### src/rtl/pin_console_tx_pkg.sv
// rtl/pin_console_tx_pkg.sv - lane map and handshake state shared by the console source, sink and firmware
package pin_console_tx_pkg;

  localparam int PIN_AVAIL   = 0;
  localparam int PIN_END     = 1;
  localparam int PIN_DATA_LO = 2;
  localparam int PIN_DATA_W  = 8;

  typedef enum logic [1:0] {
    ST_IDLE    = 2'd0,
    ST_PRESENT = 2'd1,
    ST_RELEASE = 2'd2
  } hs_state_t;

endpackage

### src/rtl/byte_fifo.sv
// rtl/byte_fifo.sv - power-of-two byte FIFO with occupancy count and combinational head
module byte_fifo #(
  parameter int DEPTH = 8,
  localparam int AW = $clog2(DEPTH),
  localparam int LW = $clog2(DEPTH) + 1
) (
  input  logic          clk,
  input  logic          rst_n,
  input  logic          push,
  input  logic [7:0]    push_data,
  input  logic          pop,
  output logic [7:0]    head,
  output logic [LW-1:0] level
);

  logic [7:0]    mem [DEPTH];
  logic [AW-1:0] wr_ptr;
  logic [AW-1:0] rd_ptr;

  always_ff @(posedge clk) begin
    if (push) begin
      mem[wr_ptr] <= push_data;
    end
  end

  // Pointers wrap naturally because DEPTH is a power of two.
  always_ff @(posedge clk or negedge rst_n) begin
    if (!rst_n) begin
      wr_ptr <= '0;
      rd_ptr <= '0;
      level  <= '0;
    end else begin
      if (push) begin
        wr_ptr <= wr_ptr + 1'b1;
      end
      if (pop) begin
        rd_ptr <= rd_ptr + 1'b1;
      end
      case ({push, pop})
        2'b10:   level <= level + 1'b1;
        2'b01:   level <= level - 1'b1;
        default: level <= level;
      endcase
    end
  end

  assign head = mem[rd_ptr];

endmodule

### src/rtl/pin_console_tx.sv
// rtl/pin_console_tx.sv - queues host bytes and presents them on cpu pin_in with an avail/ack four-phase handshake
module pin_console_tx
  import pin_console_tx_pkg::*;
#(
  parameter int BITNESS = 16,
  parameter int DEPTH   = 8,
  parameter int ACK_PIN = 1,
  localparam int LW = $clog2(DEPTH) + 1
) (
  input  logic               clk,
  input  logic               rst,
  input  logic               h_valid,
  input  logic [7:0]         h_data,
  output logic               h_ready,
  input  logic               h_eof,
  input  logic [BITNESS-1:0] pin_out,
  output logic [BITNESS-1:0] pin_in,
  output logic [LW-1:0]      level
);

  hs_state_t  state;
  hs_state_t  state_nxt;
  logic [7:0] data_q;
  logic [7:0] head;
  logic       ack;
  logic       push;
  logic       pop;
  logic       load;
  logic       unused_pins;

  assign ack         = pin_out[ACK_PIN];
  assign unused_pins = ^pin_out;
  assign h_ready     = (level != LW'(DEPTH));
  assign push        = h_valid && h_ready;

  byte_fifo #(
    .DEPTH(DEPTH)
  ) u_fifo (
    .clk      (clk),
    .rst_n    (rst),
    .push     (push),
    .push_data(h_data),
    .pop      (pop),
    .head     (head),
    .level    (level)
  );

  always_ff @(posedge clk or negedge rst) begin
    if (!rst) begin
      state <= ST_IDLE;
    end else begin
      state <= state_nxt;
    end
  end

  always_comb begin
    state_nxt = state;
    case (state)
      ST_IDLE:    if (level != '0) state_nxt = ST_PRESENT;
      ST_PRESENT: if (ack)         state_nxt = ST_RELEASE;
      ST_RELEASE: if (!ack)        state_nxt = ST_IDLE;
      default:                     state_nxt = ST_IDLE;
    endcase
  end

  // IDLE only looks at occupancy, so a stray ack there is harmless.
  always_comb begin
    load = 1'b0;
    pop  = 1'b0;
    case (state)
      ST_IDLE:    load = (level != '0);
      ST_PRESENT: pop  = ack;
      default:    ;
    endcase
  end

  always_ff @(posedge clk or negedge rst) begin
    if (!rst) begin
      data_q <= '0;
    end else if (load) begin
      data_q <= head;
    end else if (pop) begin
      data_q <= '0;
    end
  end

  // END falls in the same cycle as a push so the CPU never sees END while a byte is on its way.
  always_comb begin
    pin_in                                = '0;
    pin_in[PIN_AVAIL]                     = (state == ST_PRESENT);
    pin_in[PIN_END]                       = rst && h_eof && (level == '0) &&
                                            (state == ST_IDLE) && !push;
    pin_in[PIN_DATA_LO +: PIN_DATA_W]     = data_q;
  end

endmodule

### config.mk
export PLATFORM = sky130hd
export DESIGN_NAME = pin_console_tx
export DESIGN_NICKNAME = d
export VERILOG_FILES = /design/src/rtl/pin_console_tx_pkg.sv /design/src/rtl/byte_fifo.sv /design/src/rtl/pin_console_tx.sv
export SDC_FILE = /design/constraint.sdc
export NUM_CORES = 1
export LEC_CHECK = 0
export ABC_AREA = 1
export ABC_CLOCK_PERIOD_IN_PS = 2070
export BUFFER_PORTS_ARGS = -buffer_cell sky130_fd_sc_hd__buf_2
export CORE_MARGIN = 3
export CORE_UTILIZATION = 54
export CTS_BUF_LIST = sky130_fd_sc_hd__clkbuf_4
export CTS_CLUSTER_DIAMETER = 60
export CTS_CLUSTER_SIZE = 40
export DETAILED_ROUTE_END_ITERATION = 6
export PLACE_DENSITY = 0.83
export SETUP_SLACK_MARGIN = 0.15
export SLEW_MARGIN = 25
export SYNTH_ARGS = -nofsm -noshare
export SYNTH_HDL_FRONTEND = slang
export SYNTH_HIERARCHICAL = 1
export SYNTH_SLANG_ARGS = --single-unit
### constraint.sdc
create_clock -name clk -period 2.07 [get_ports clk]
set_input_delay 0.5175 -clock clk [delete_from_list [all_inputs] [get_ports clk]]
set_output_delay 0.5175 -clock clk [all_outputs]
set_load 0.005 [all_outputs]
## Yosys cells after proc, flatten, opt, wreduce, memory -nomap -nowiden

Memories as Yosys holds them, arrays and structs flattened.
Index checks and enable logic that the tools add are counted.

| word-level totals | value |
|---|---|
| register bits after elaboration | 20 |
| RAM bits | 64 |
| input bits | 28 |
| output and inout bits | 21 |
| word-level logic and storage cells | 41 |
| memories kept | 1 |

Memory list:

| memory | depth | bits a word | read ports | clocked after Yosys merged registers in | wr ports | RTL line | text |
|---|---|---|---|---|---|---|---|
| u_fifo.mem | 8 | 8 | 1 | 0 | 1 | byte_fifo.sv:16 | `logic [7:0] mem [DEPTH];` |

| cells by class | value |
|---|---|
| $add $sub $neg | 4 |
| equal/unequal tests | 8 |
| multiplexer cells | 11 |
| reduce and logical (&&, ||, !) cells | 12 |

Operators by type and width:

| operator | count |
|---|---|
| 8-bit two-way mux | 2 |
| 4-bit case mux with 2 select lines | 1 |
| 3-bit by 1-bit adder with 3-bit output, second input constant | 2 |
| 2-bit two-way mux | 3 |
| 2-bit inequality test, second input constant | 3 |
| 2-bit case mux with 3 select lines | 1 |
| 1-bit logical AND | 5 |
| 4-bit by 1-bit adder with 4-bit output, second input constant | 1 |
| 2-bit by 1-bit == test with 1-bit output, second input constant | 2 |
| 2-bit == test, second input constant | 2 |
| 4-bit logical NOT | 1 |
| 1-bit two-way mux | 4 |
| 4-bit inequality test, second input constant | 1 |
| 2-bit nonzero test | 2 |
| 4-bit nonzero test | 1 |
| 4-bit by 1-bit subtractor with 4-bit output, second input constant | 1 |
| 3-bit AND reduction | 1 |
| 2-bit logical NOT | 1 |
| 1-bit logical NOT | 1 |

## Depth between registers and ports, before layout

Gate-level depths: netlist of the first run.

| logic depth | value |
|---|---|
| depth after elaboration | 4 |
| mapped depth | 14 |
| depth with buffers taken out | 14 |

## Cells and area by module

Netlist of the first run, hierarchy kept.

By module, submodules not included:

| module | times used | cells each | area each (um2) | seq. area each (um2) |
|---|---|---|---|---|
| byte_fifo | 1 | 253 | 3080.5 | 2172.1 |
| pin_console_tx | 1 | 63 | 614.3 | 250.2 |

## Worst setup path after synthesis of the first run

Ideal clock, no wire load.

| timing | value |
|---|---|
| path type | reg-to-reg |
| start point | register u_fifo.level[1] |
| end point | memory u_fifo.mem[0][0], enable pin |
| setup time | 0.370 ns |
| arrival | 1.771 ns |
| required time | 1.700 ns |
| slack | -0.072 ns |
| stages on the path, launching flop included | 6 |
| buffers on the path | 0 |
| clock period less this slack | 2.142 ns |
| path through | dfrtp_1 -> nor2_4 -> a21boi_0 -> inv_2 -> or2_2 -> nor2_1 |

| between the ends | value |
|---|---|
| longest elaborated chain between the ends | 4 |

RTL lines:

| element | RTL line | text |
|---|---|---|
| start: declaration | byte_fifo.sv:13 | `output logic [LW-1:0] level` |
| start signal: assignment | byte_fifo.sv:40 | `2'b10: level <= level + 1'b1;` |
| start signal: assignment | byte_fifo.sv:41 | `2'b01: level <= level - 1'b1;` |
| start signal: assignment | byte_fifo.sv:42 | `default: level <= level;` |
| 4-bit inequality test | pin_console_tx.sv:33 | `assign h_ready = (level != LW'(DEPTH));` |
| 1-bit logical AND | pin_console_tx.sv:34 | `assign push = h_valid && h_ready;` |
| via push | pin_console_tx.sv:26 | `logic push;` |
| 1-bit two-way mux | byte_fifo.sv:21 | `if (push) begin` |
| 1-bit two-way mux (implied by the code) | byte_fifo.sv:22 | `mem[wr_ptr] <= push_data;` |
| end: declaration | byte_fifo.sv:16 |  |

The timed path passes the listed nets, and every way through them passes these cells.

## Final worst setup path of the first run

| timing | value |
|---|---|
| start point | register u_fifo.level[2] |
| end point | output port pin_in[1] |

| between the ends | value |
|---|---|
| longest elaborated chain between the ends | 4 |
| elaborated cells between the ends (all ways) | 7 |
| those cells by class | 1 x eq/ne; 6 x reduce/logical |

RTL lines:

| element | RTL line | text |
|---|---|---|
| 4-bit inequality test | pin_console_tx.sv:33 |  |
| 1-bit logical AND | pin_console_tx.sv:34 |  |
| via push | pin_console_tx.sv:26 |  |
| 1-bit logical NOT | pin_console_tx.sv:92 | `(state == ST_IDLE) && !push;` |
| 1-bit logical AND | pin_console_tx.sv:92 |  |
| end: declaration | pin_console_tx.sv:17 | `output logic [BITNESS-1:0] pin_in,` |

The timed path passes the listed nets, and every way through them passes these cells.

==> reports/qor.yml, run 1 <==
synth_warnings: 6
required_ns: 1.55
async_reset_ff_share_pct: 23.8
grt_max_degree: 35
drc: 0
n_antenna_cell: 0
avgViaCountPerCell: 5.56
fin_worst_skew_ns: 0.0174
grt_use_met2_pct: 31.7
power_density_nw_per_um2: 1390
layout.nets: 402
overflow: 0
critPathSlowestCell: "dfrtp_2"
syn-cell-area_um2: 3690
synth-edff-count: 64
clock.fmax_mhz: 514
synthCells: 316
cap_violations: 0
io_pins: 49
tritoncts: "built"
p_sw_mw: 2.31
vias: 2509
firstDrtPassIters: 5
synth_mux_area_share_pct: 0
core_area_um2: 6490
synth_simple_gate_area_share_pct: 16.8
fin_tns_setup_ns: 0
ys_ff_latch: 84
worstSetupPathType: "register to output port"
avgRoutedWirePerCell_um: 16.4
leakage_nw: 1.70
hpwl_um: 4550
grtUsageMet1_pct: 26.6
insertion_delay_ns: 0.41
numCtsBuffers: 9
synth_fa_ha_area_share_pct: 1.69
start_util_pct: 56.9
rsz0062_at_grt: "true"
grt_pass1_wl_um: 11500
fp.dieArea_um2: 7870
grt_usage_pct: 20.3
r2r-end: "u_fifo/level[2]"
drtIter0Drc: 254
swShare_pct: 39.9
areaGrowthSynthToFinish_pct: 12.7
routabilityCongestion: 0.742
cp.arrival_ns: 1.43
die_width_um: 88.7
clkPwrFrac_pct: 13.4
yosysSeqAreaShare_pct: 65.6
cts_hold_buf: 0
status: "completed"
die-height_um: 88.7
combPwrFrac_pct: 44.9
clock_sinks: 84
drv_slew: 0
use_met3_pct: 4.28
synth_compound_area_share_pct: 9.24
p_seq_share_pct: 41.7
netlist_top_cells_count: "edfxtp_1, nand2_1, nor2_1"
crit_family: "flip-flops"
avgSynthCellArea_um2: 11.7
crit_chain: "nor2_4, a21boi_2, buf_4, nor2_1, buf_2"
drt_wl_total_um: 7400
grt-busiest-layer: "met2"
report.final.setup_viol: 0
peakVddDrop_mv: 0.981
reg2reg_slack_ns: 0.14
cp_slowest_stage_delay_ns: 0.47
period_needed_ns: 1.95
hold_viol_final: 0
antenna_found_initial: 0
cts.path.max_buffers: 2
synth_area_leaders: "edfxtp_1, dfrtp_1, nand2_1, nor2_1, o21ai_1"
cts_root_buffer: "clkbuf_4"
port-buffer-count: 27
cp_max_fo: 4
total_power_mw: 5.80
drive_gt1_share_pct: 30.5
crit_buf_inv: 2
p_int_mw: 3.48
synth_top_family_by_area: "simple AND/OR/NAND/NOR gates"
ant_nets: 0
critPathCaptureType: "output port"
synthFlopType: "edfxtp_1"
clk_pin_slew_worst_paths_ns: 0.12
relSlewSlack_pct: 57.3
h-tree-depth: 3
grt_pass1_vias: 2362
synth.most_common_cell: "edfxtp_1"
synth_cell_types: 28
yosys.area.top_type: "edfxtp_1"
worst_pin_slew_ns: 0.639
synth.top_cell.area_share_pct: 52.0
hp-class: "input port to asynchronous set/reset pin"
start_kind: "register"
finalCritPeriodShare_pct: 94.0
r2r_start: "state[1]"
r2r.worst_path.cells: 13
rows: 29
synth-xor-area-share_pct: 1.42
area by class of cell:
class	instances	area (µm²)
Multi-Input combinational cell	203	1120
Fill cell	478	2330
Tap cell	77	96.3
Inverter	18	67.6
Clock buffer	12	90.1
Clock inverter	4	16.3
Timing Repair Buffer	53	343
Sequential cell	84	2430
flip-flops by register name, summed over array words and instances (netlist names):
signal and count:
u_fifo/rd_ptr 3, data_q 8, state 2, u_fifo/mem 64, u_fifo/level 4, u_fifo/wr_ptr 3
worst max path at each step:
stage                         start               end  slack, ns  cells past startpoint
floorplan           u_fifo/level[3]  u_fifo/mem[0][0]       0.17                      6
global placement            h_valid   u_fifo/level[2]       0.17                     10
detailed placement          h_valid   u_fifo/level[2]       0.09                     10
CTS                 u_fifo/level[3]         pin_in[1]       0.14                      5
global route        u_fifo/level[2]         pin_in[1]       0.04                      5
finish              u_fifo/level[2]         pin_in[1]       0.12                      5
power groups by stage:
stage | Clock, mW | Sequential (mW) | Combinational, mW
3_3_place_gp | 0 | 2.46 | 2.25
5_1_grt | 0.881 | 2.45 | 2.89
2_1_floorplan | 0 | 2.47 | 1.72
6_report | 0.779 | 2.42 | 2.60
4_1_cts | 0.795 | 2.41 | 2.53
3_5_place_dp | 0 | 2.47 | 2.34
kinds of logic (layout without fill, tap and decap cells):
kind of cell	count (synthesis)	count (layout)
simple gates	129	129
flops	84	84
fa+ha+maj	5	5
compound gates	57	57
buf+inv	34	87
other cells	1	6
xor+xnor	6	6
through the flow:
stage / worst slack (ns) / utilization (%) / std cells / hold slack [ns] / area, µm²
floorplan: 0.173 / - / 321 / 0.222 / 3720
global placement: 0.174 / 60.6 / 424 / 0.489 / 3940
detailed placement: 0.0917 / 60.6 / 424 / 0.493 / 3940
CTS: 0.139 / 63.6 / 449 / 0.0722 / 4130
global route: 0.0363 / 64.1 / 451 / 0.0772 / 4160
finish: 0.124 / 64.1 / 451 / 0.0874 / 4160
repair_timing:
action / in CTS / in global routing
setup buffers: 9 / 2
resized for setup: 8 / 2
pin swaps: 5 / 4
endpoints found under the setup margin: 2 / 2
metal layers:
| metal | up-vias | part of all wire, % | wire length, µm |
|---|---|---|---|
| met5 | - | 0 | 0 |
| met2 | 71 | 50 | 3720 |
| li1 | 1186 | - | - |
| met1 | 1240 | 42 | 3090 |
| met4 | 0 | 2.2 | 163 |
| met3 | 12 | 5.8 | 430 |
layout by cell type, fill, tap and decap left out, types with 6 or more instances in the layout:
cell / n
o21ai_0: 8
o21ai_2: 9
nand2_2: 8
buf_4: 25
conb_1: 6
clkbuf_4: 12
o21ai_1: 21
buf_2: 27
o22ai_1: 16
nor2_1: 43
inv_2: 8
inv_1: 10
edfxtp_1: 64
dfrtp_1: 16
nand3_2: 8
nand3_1: 11
nand2_1: 50
Power figures use the tool's default switching activity.
==> run 2: changes to the inputs <==
--- a/config.mk
+++ b/config.mk
@@ -5,16 +5,15 @@
 export SDC_FILE = /design/constraint.sdc
 export NUM_CORES = 1
 export LEC_CHECK = 0
-export ABC_AREA = 1
 export ABC_CLOCK_PERIOD_IN_PS = 2070
 export BUFFER_PORTS_ARGS = -buffer_cell sky130_fd_sc_hd__buf_2
 export CORE_MARGIN = 3
-export CORE_UTILIZATION = 54
+export CORE_UTILIZATION = 53
 export CTS_BUF_LIST = sky130_fd_sc_hd__clkbuf_4
 export CTS_CLUSTER_DIAMETER = 60
 export CTS_CLUSTER_SIZE = 40
 export DETAILED_ROUTE_END_ITERATION = 6
-export PLACE_DENSITY = 0.83
+export PLACE_DENSITY = 0.82
 export SETUP_SLACK_MARGIN = 0.15
 export SLEW_MARGIN = 25
 export SYNTH_ARGS = -nofsm -noshare
==> reports/qor.yml, run 2 <==
setup_ws_ns: 0.134  # +0.00962 ns
relSlewSlack_pct: 55.6  # -1.7 points
reg.largest.list: "u_fifo/mem x64, data_q x8, u_fifo/level x4"
insertion_delay_ns: 0.42  # about the same
grt_pass1_vias: 1875  # -21%
synthFlopType: "edfxtp_1"
die_width_um: 88.1  # -0.73%
drv_slew: 0  # unchanged
core_area_um2: 6420  # -1.1%
port-buffer-count: 27  # unchanged
io_pins: 49  # unchanged
hp-class: "input port to asynchronous set/reset pin"
critPathCaptureType: "register"
p_sw_mw: 1.80  # -22%
start_util_pct: 55.6  # -1.3 points
yosys.area.top_type: "edfxtp_1"
cp_max_fo: 2  # -2
regMostFlops: "u_fifo/mem"
p_int_mw: 3.57  # +2.4%
r2r_start: "u_fifo/level[1]"
synthCells: 202  # -36%
final_cell_mix: "edfxtp_1, buf_2, buf_4"
layout_commonest_cell: "edfxtp_1"
r2r.worst_path.cells: 11  # -2
n_antenna_cell: 0  # unchanged
async_reset_ff_share_pct: 23.8  # unchanged
fin_worst_skew_ns: 0.0166  # -0.000841 ns
vias: 1834  # -27%
synth_area_leaders: "edfxtp_1, dfrtp_1, mux4_1, mux2_2, mux2i_1"
rsz0062_at_grt: "true"
drtIter0Drc: 113  # -56%
synth.most_common_cell: "edfxtp_1"
layout.nets: 284  # -29%
cts_root_buffer: "clkbuf_4"
avgRoutedWirePerCell_um: 18.0  # +9.6%
total_power_mw: 5.36  # -7.4%
avgSynthCellArea_um2: 17.7  # +51%
status: "completed"
synth_cell_types: 30  # +7.1%
combPwrFrac_pct: 37.1  # -7.8 points
netlist_top_cells_count: "edfxtp_1, dfrtp_1, mux4_1"
fin_hold_ws_ns: 0.0506  # -0.0368 ns
cts.path.max_buffers: 2  # unchanged
grt_pass1_wl_um: 9720  # -16%
worst_pin_slew_ns: 0.666  # +0.0267 ns
wl_met2_um: 2960  # -21%
drive_gt1_share_pct: 34.8  # +4.3 points
largest_reg_flops: 64  # unchanged
synth-edff-count: 64  # unchanged
areaGrowthSynthToFinish_pct: 14.5
ant_nets: 0  # unchanged
synth_fa_ha_area_share_pct: 1.75  # +0.059 points
highest_layer: "met4"
synth_top_family_by_area: "multiplexers"
syn-cell-area_um2: 3570  # -3.4%
synth_compound_area_share_pct: 1.51  # -7.7 points
numCtsBuffers: 9  # unchanged
cts_hold_buf: 0  # unchanged
worstSetupPathType: "register to register"
overflow: 0  # unchanged
nFillCells: 444  # -7.1%
m1WireLength_um: 2610  # -15%
firstDrtPassIters: 4  # -1
die-height_um: 88.1  # -0.73%
routabilityCongestion: 0.743  # about the same
drc: 0  # unchanged
h-tree-depth: 3  # unchanged
cp.arrival_ns: 2.28  # +0.85 ns
reg2reg_slack_ns: 0.13  # about the same
ys_ff_latch: 84  # unchanged
synth.top_cell.area_share_pct: 53.8  # +1.8 points
power_density_nw_per_um2: 1310  # -5.7%
clock_sinks: 84  # unchanged
finalCritPeriodShare_pct: 93.5  # -0.46 points
cap_violations: 0  # unchanged
synth_mux_area_share_pct: 17.5  # +17 points
tritoncts: "built"
clock.fmax_mhz: 516  # +0.50%
required_ns: 2.41  # +0.86 ns
leakage_nw: 1.60  # -5.9%
start_kind: "register"
synth_warnings: 6  # unchanged
r2r-end: "u_fifo/level[2]"
period_needed_ns: 1.94  # -0.00962 ns
hpwl_um: 3750  # -18%
drt_wl_total_um: 5990  # -19%
clkPwrFrac_pct: 16.3  # +2.9 points
hold_viol_final: 0  # unchanged
grt_usage_pct: 17.7  # -2.6 points
synth-xor-area-share_pct: 2.21  # +0.79 points
p_seq_share_pct: 46.6  # +4.9 points
grt_max_degree: 21  # -40%
rows: 29  # unchanged
report.final.setup_viol: 0  # unchanged
yosysSeqAreaShare_pct: 67.9  # +2.3 points
route.met3.wl_um: 335  # -22%
pre_cts_slack_ns: 0.103  # +0.0117 ns
synth_simple_gate_area_share_pct: 4.91  # -12 points
antenna_found_initial: 0  # unchanged
swShare_pct: 33.5  # -6.4 points
fp.dieArea_um2: 7760  # -1.4%
clk_pin_slew_worst_paths_ns: 0.15  # +0.03 ns
peakVddDrop_mv: 0.592  # -40%
avgViaCountPerCell: 5.51  # -1.0%
==> run 2: changes by cell type after synthesis, moves of 7 or more <==
cell and delta:
o21ai_2 -9, nand2_2 -8, mux2i_1 +8, mux2_2 +11
o21ai_1 -21, nand2_1 -37, o21ai_0 -7, nor2_1 -36
inv_2 -7, mux4_1 +16, nand3_2 -8, nand3_1 -11
o22ai_1 -16
==> run 2: worst max-delay path, stage by stage (launching register included) <==
cell,delay [ns]
dfrtp_2,0.43
nor3_2,0.20
nand2_1,0.09
and2_4,0.16
inv_4,0.07
ha_4,0.14
xor2_2,0.19
ha_4,0.15
a21oi_2,0.03
xor2_1,0.15
nor2_1,0.12
xor2_1,0.15
==> run 2: routing by layer <==
layer,vias to the layer above,GRT usage (%)
met2,58,28.4
met4,0,8.10
met5,-,0
met1,909,23.4
li1,856,-
met3,11,3.76
==> run 2: cell families after synthesis <==
family / after synthesis
other: 1
adders and majority gates: 5
buffers and inverters: 24
DFF: 84
and+or+nand+nor: 37
muxes: 35
xor gates and xnor gates: 9
AOI/OAI and AO/OA: 7
==> run 2: per-stage QoR <==
step	area, µm²	util, %	cells	setup TNS, ns
global route	4090	63.7	333	-0.00206
detailed placement	3880	60.4	314	0
global placement	3880	60.4	314	0
CTS	4040	62.9	333	0
floorplan	3620	-	207	0
finish	4090	63.7	333	0
==> run 2: worst max-delay path by stage <==
stage	endpoint	slack (ns)	cells past startpoint	start
after global placement	u_fifo/level[3]	0.13	7	h_valid
final	u_fifo/level[2]	0.13	11	u_fifo/level[1]
after detailed placement	u_fifo/level[2]	0.10	11	u_fifo/level[2]
after floorplan	u_fifo/level[2]	0.12	11	u_fifo/level[2]
after CTS	pin_in[1]	0.11	4	u_fifo/level[1]
after global routing	u_fifo/level[2]	-0.002	11	u_fifo/level[1]
==> run 2: timing repair <==
action | 4_1_cts | 5_1_grt
pin swaps | 6 | 6
gates resized for setup | 2 | 5
endpoints found under the setup margin | 4 | 4
setup buffers | 3 | 0
endpoints found under the hold margin | 0 | 0
==> run 2: power by group through the flow <==
stage          Clock (mW)  Combinational (mW)  Sequential (mW)
2_1_floorplan           0                1.39             2.46
6_report            0.877                1.99             2.50
5_1_grt             0.996                2.20             2.56
3_3_place_gp            0                1.83             2.52
4_1_cts             0.908                1.92             2.51
3_5_place_dp            0                1.89             2.54
==> run 2: layout make-up <==
cell class,count,area [µm²],share of cell area (%)
Clock buffer,9,67.6,1.65
Clock inverter,7,65.1,1.59
Inverter,11,43.8,1.07
Multi-Input combinational cell,99,1100,26.9
Sequential cell,84,2430,59.3
Tap cell,77,96.3,2.36
Timing Repair Buffer,46,290,7.10
==> run 3: changes to the inputs <==
--- a/config.mk
+++ b/config.mk
@@ -13,7 +13,8 @@
 export CTS_CLUSTER_DIAMETER = 60
 export CTS_CLUSTER_SIZE = 40
 export DETAILED_ROUTE_END_ITERATION = 6
-export PLACE_DENSITY = 0.82
+export PLACE_DENSITY = 0.77
+export REMOVE_ABC_BUFFERS = 1
 export SETUP_SLACK_MARGIN = 0.15
 export SLEW_MARGIN = 25
 export SYNTH_ARGS = -nofsm -noshare
==> reports/qor.yml, run 3 (synthesis gave the netlist of run 2 again) <==
fp.dieArea_um2: 7760  # unchanged
nFillCells: 465  # +4.7%
port-buffer-count: 27  # unchanged
grt_pass1_wl_um: 9450  # -2.8%
period_needed_ns: 1.93  # -0.00841 ns
final_cell_mix: "edfxtp_1, buf_2, dfrtp_1"
layout.nets: 281  # -1.1%
tritoncts: "built"
drv_slew: 0  # unchanged
rsz0062_at_grt: "true"
start_util_pct: 55.6  # unchanged
drc: 0  # unchanged
die-height_um: 88.1  # unchanged
rows: 29  # unchanged
drtIter0Drc: 136  # +20%
hpwl_um: 3990  # +6.5%
antenna_found_initial: 0  # unchanged
cts_hold_buf: 0  # unchanged
die_width_um: 88.1  # unchanged
regMostFlops: "u_fifo/mem"
hp-class: "input port to asynchronous set/reset pin"
fin_util_pct: 63.0  # -0.68 points
core_area_um2: 6420  # unchanged
setup_ws_ns: 0.142  # +0.00841 ns
required_ns: 2.42  # about the same
worst_pin_slew_ns: 0.660  # -0.00624 ns
leakage_nw: 1.60  # about the same
relSlewSlack_pct: 56.0  # +0.42 points
start_kind: "register"
cp.arrival_ns: 2.28  # about the same
areaGrowthSynthToFinish_pct: 13.3
clock.fmax_mhz: 519  # +0.44%
largest_reg_flops: 64  # unchanged
io_pins: 49  # unchanged
report.final.setup_viol: 0  # unchanged
dpl-instance-area_um2: 3840  # -0.84%
stdcell_area_um2: 4050  # -1.1%
grt_usage_pct: 17.2  # -0.53 points
clk_pin_slew_worst_paths_ns: 0.13  # -0.02 ns
reg.largest.list: "u_fifo/mem x64, data_q x8, u_fifo/level x4"
cp_max_fo: 4  # +2
total_power_mw: 5.33  # -0.55%
fin_worst_skew_ns: 0.0120  # -0.00461 ns
layout_commonest_cell: "edfxtp_1"
cap_violations: 0  # unchanged
grt_max_degree: 21  # unchanged
routabilityCongestion: 0.714  # -3.9%
cts_root_buffer: "clkbuf_4"
insertion_delay_ns: 0.41  # about the same
drt_wl_total_um: 6100  # +1.9%
avgRoutedWirePerCell_um: 18.6  # +3.1%
h-tree-depth: 3  # unchanged
ant_nets: 0  # unchanged
n_antenna_cell: 0  # unchanged
hold_viol_final: 0  # unchanged
vias: 1870  # +2.0%
grt_pass1_vias: 1835  # -2.1%
pre_cts_slack_ns: -0.159  # -0.262 ns
finalCritPeriodShare_pct: 93.1  # -0.41 points
cts.path.max_buffers: 2  # unchanged
firstDrtPassIters: 4  # unchanged
critPathCaptureType: "register"
fin_hold_ws_ns: 0.0639  # +0.0133 ns
numCtsBuffers: 9  # unchanged
worstSetupPathType: "register to register"
avgViaCountPerCell: 5.68  # +3.2%
peakVddDrop_mv: 0.730  # +23%
power_density_nw_per_um2: 1320  # +0.53%
drive_gt1_share_pct: 33.3  # -1.4 points
overflow: 0  # unchanged
clock_sinks: 84  # unchanged
status: "completed"
==> run 3: cell count changes in the layout (fill, tap and decap cells not counted), sizes merged <==
| cell | previous run | this run |
|---|---|---|
| bufinv | 0 | 1 |
| clkbuf | 9 | 10 |
| buf | 46 | 43 |
| clkinv | 0 | 3 |
| clkinvlp | 3 | 0 |
| inv | 15 | 12 |
==> run 3: area by class of cell <==
class / instances / area [µm²] / share of cell area [%]
multi-input combinational: 99 / 1090 / 26.9
clock inverter: 5 / 52.6 / 1.30
tap: 77 / 96.3 / 2.38
clock buffer: 10 / 75.1 / 1.86
sequential: 84 / 2420 / 59.9
inverter: 11 / 43.8 / 1.08
timing repair buffer: 43 / 268 / 6.62
==> run 3: layer usage <==
metal	vias up	global-route usage [%]	part of all wire (%)
li1	854	-	-
met1	934	22.0	43
met2	71	26.9	50
met3	11	6.40	5.8
met4	0	6.46	1.8
met5	-	0	0
==> run 3: final timing paths <==
path	from	end	slack [ns]	cells past startpoint
worst max-delay path	u_fifo/level[1]	u_fifo/level[2]	0.14	11
worst min-delay path	rst	data_q[7]	0.06	2
worst max register to register	u_fifo/level[1]	u_fifo/level[2]	0.14	11
worst min register to register	data_q[4]	data_q[4]	0.53	2
max in group asynchronous	rst	u_fifo/rd_ptr[1]	1.79	2
min in group clk	pin_out[1]	state[0]	0.31	2
==> run 3: report_power, final <==
group	switching, mW	leakage, nW	internal, mW
combinational	0.909	0.708	1.05
clock	0.509	0.0741	0.373
sequential	0.278	0.821	2.22
==> run 3: timing repair <==
action / 4_1_cts / 5_1_grt
pin swaps: 2 / 10
setup endpoints to repair: 52 / 20
gates cloned: 0 / 0
buffers inserted: 0 / 0
resized for setup: 9 / 10
==> run 3: critical path, stage by stage, from the launching register on <==
cell	delay, ns
dfrtp_1	0.40
nor3_2	0.21
nand2_1	0.10
and2_4	0.17
inv_4	0.07
ha_4	0.13
xor2_1	0.15
ha_2	0.19
a21oi_2	0.04
xor2_1	0.14
nor2_1	0.13
xor2_1	0.14
==> run 3: metrics by stage <==
| step | setup TNS, ns | std cells |
|---|---|---|
| finish | 0 | 329 |
| global route | 0 | 329 |
| CTS | 0 | 329 |
| detailed placement | -1.97 | 314 |
| global placement | -1.17 | 314 |
| floorplan | -0.106 | 194 |
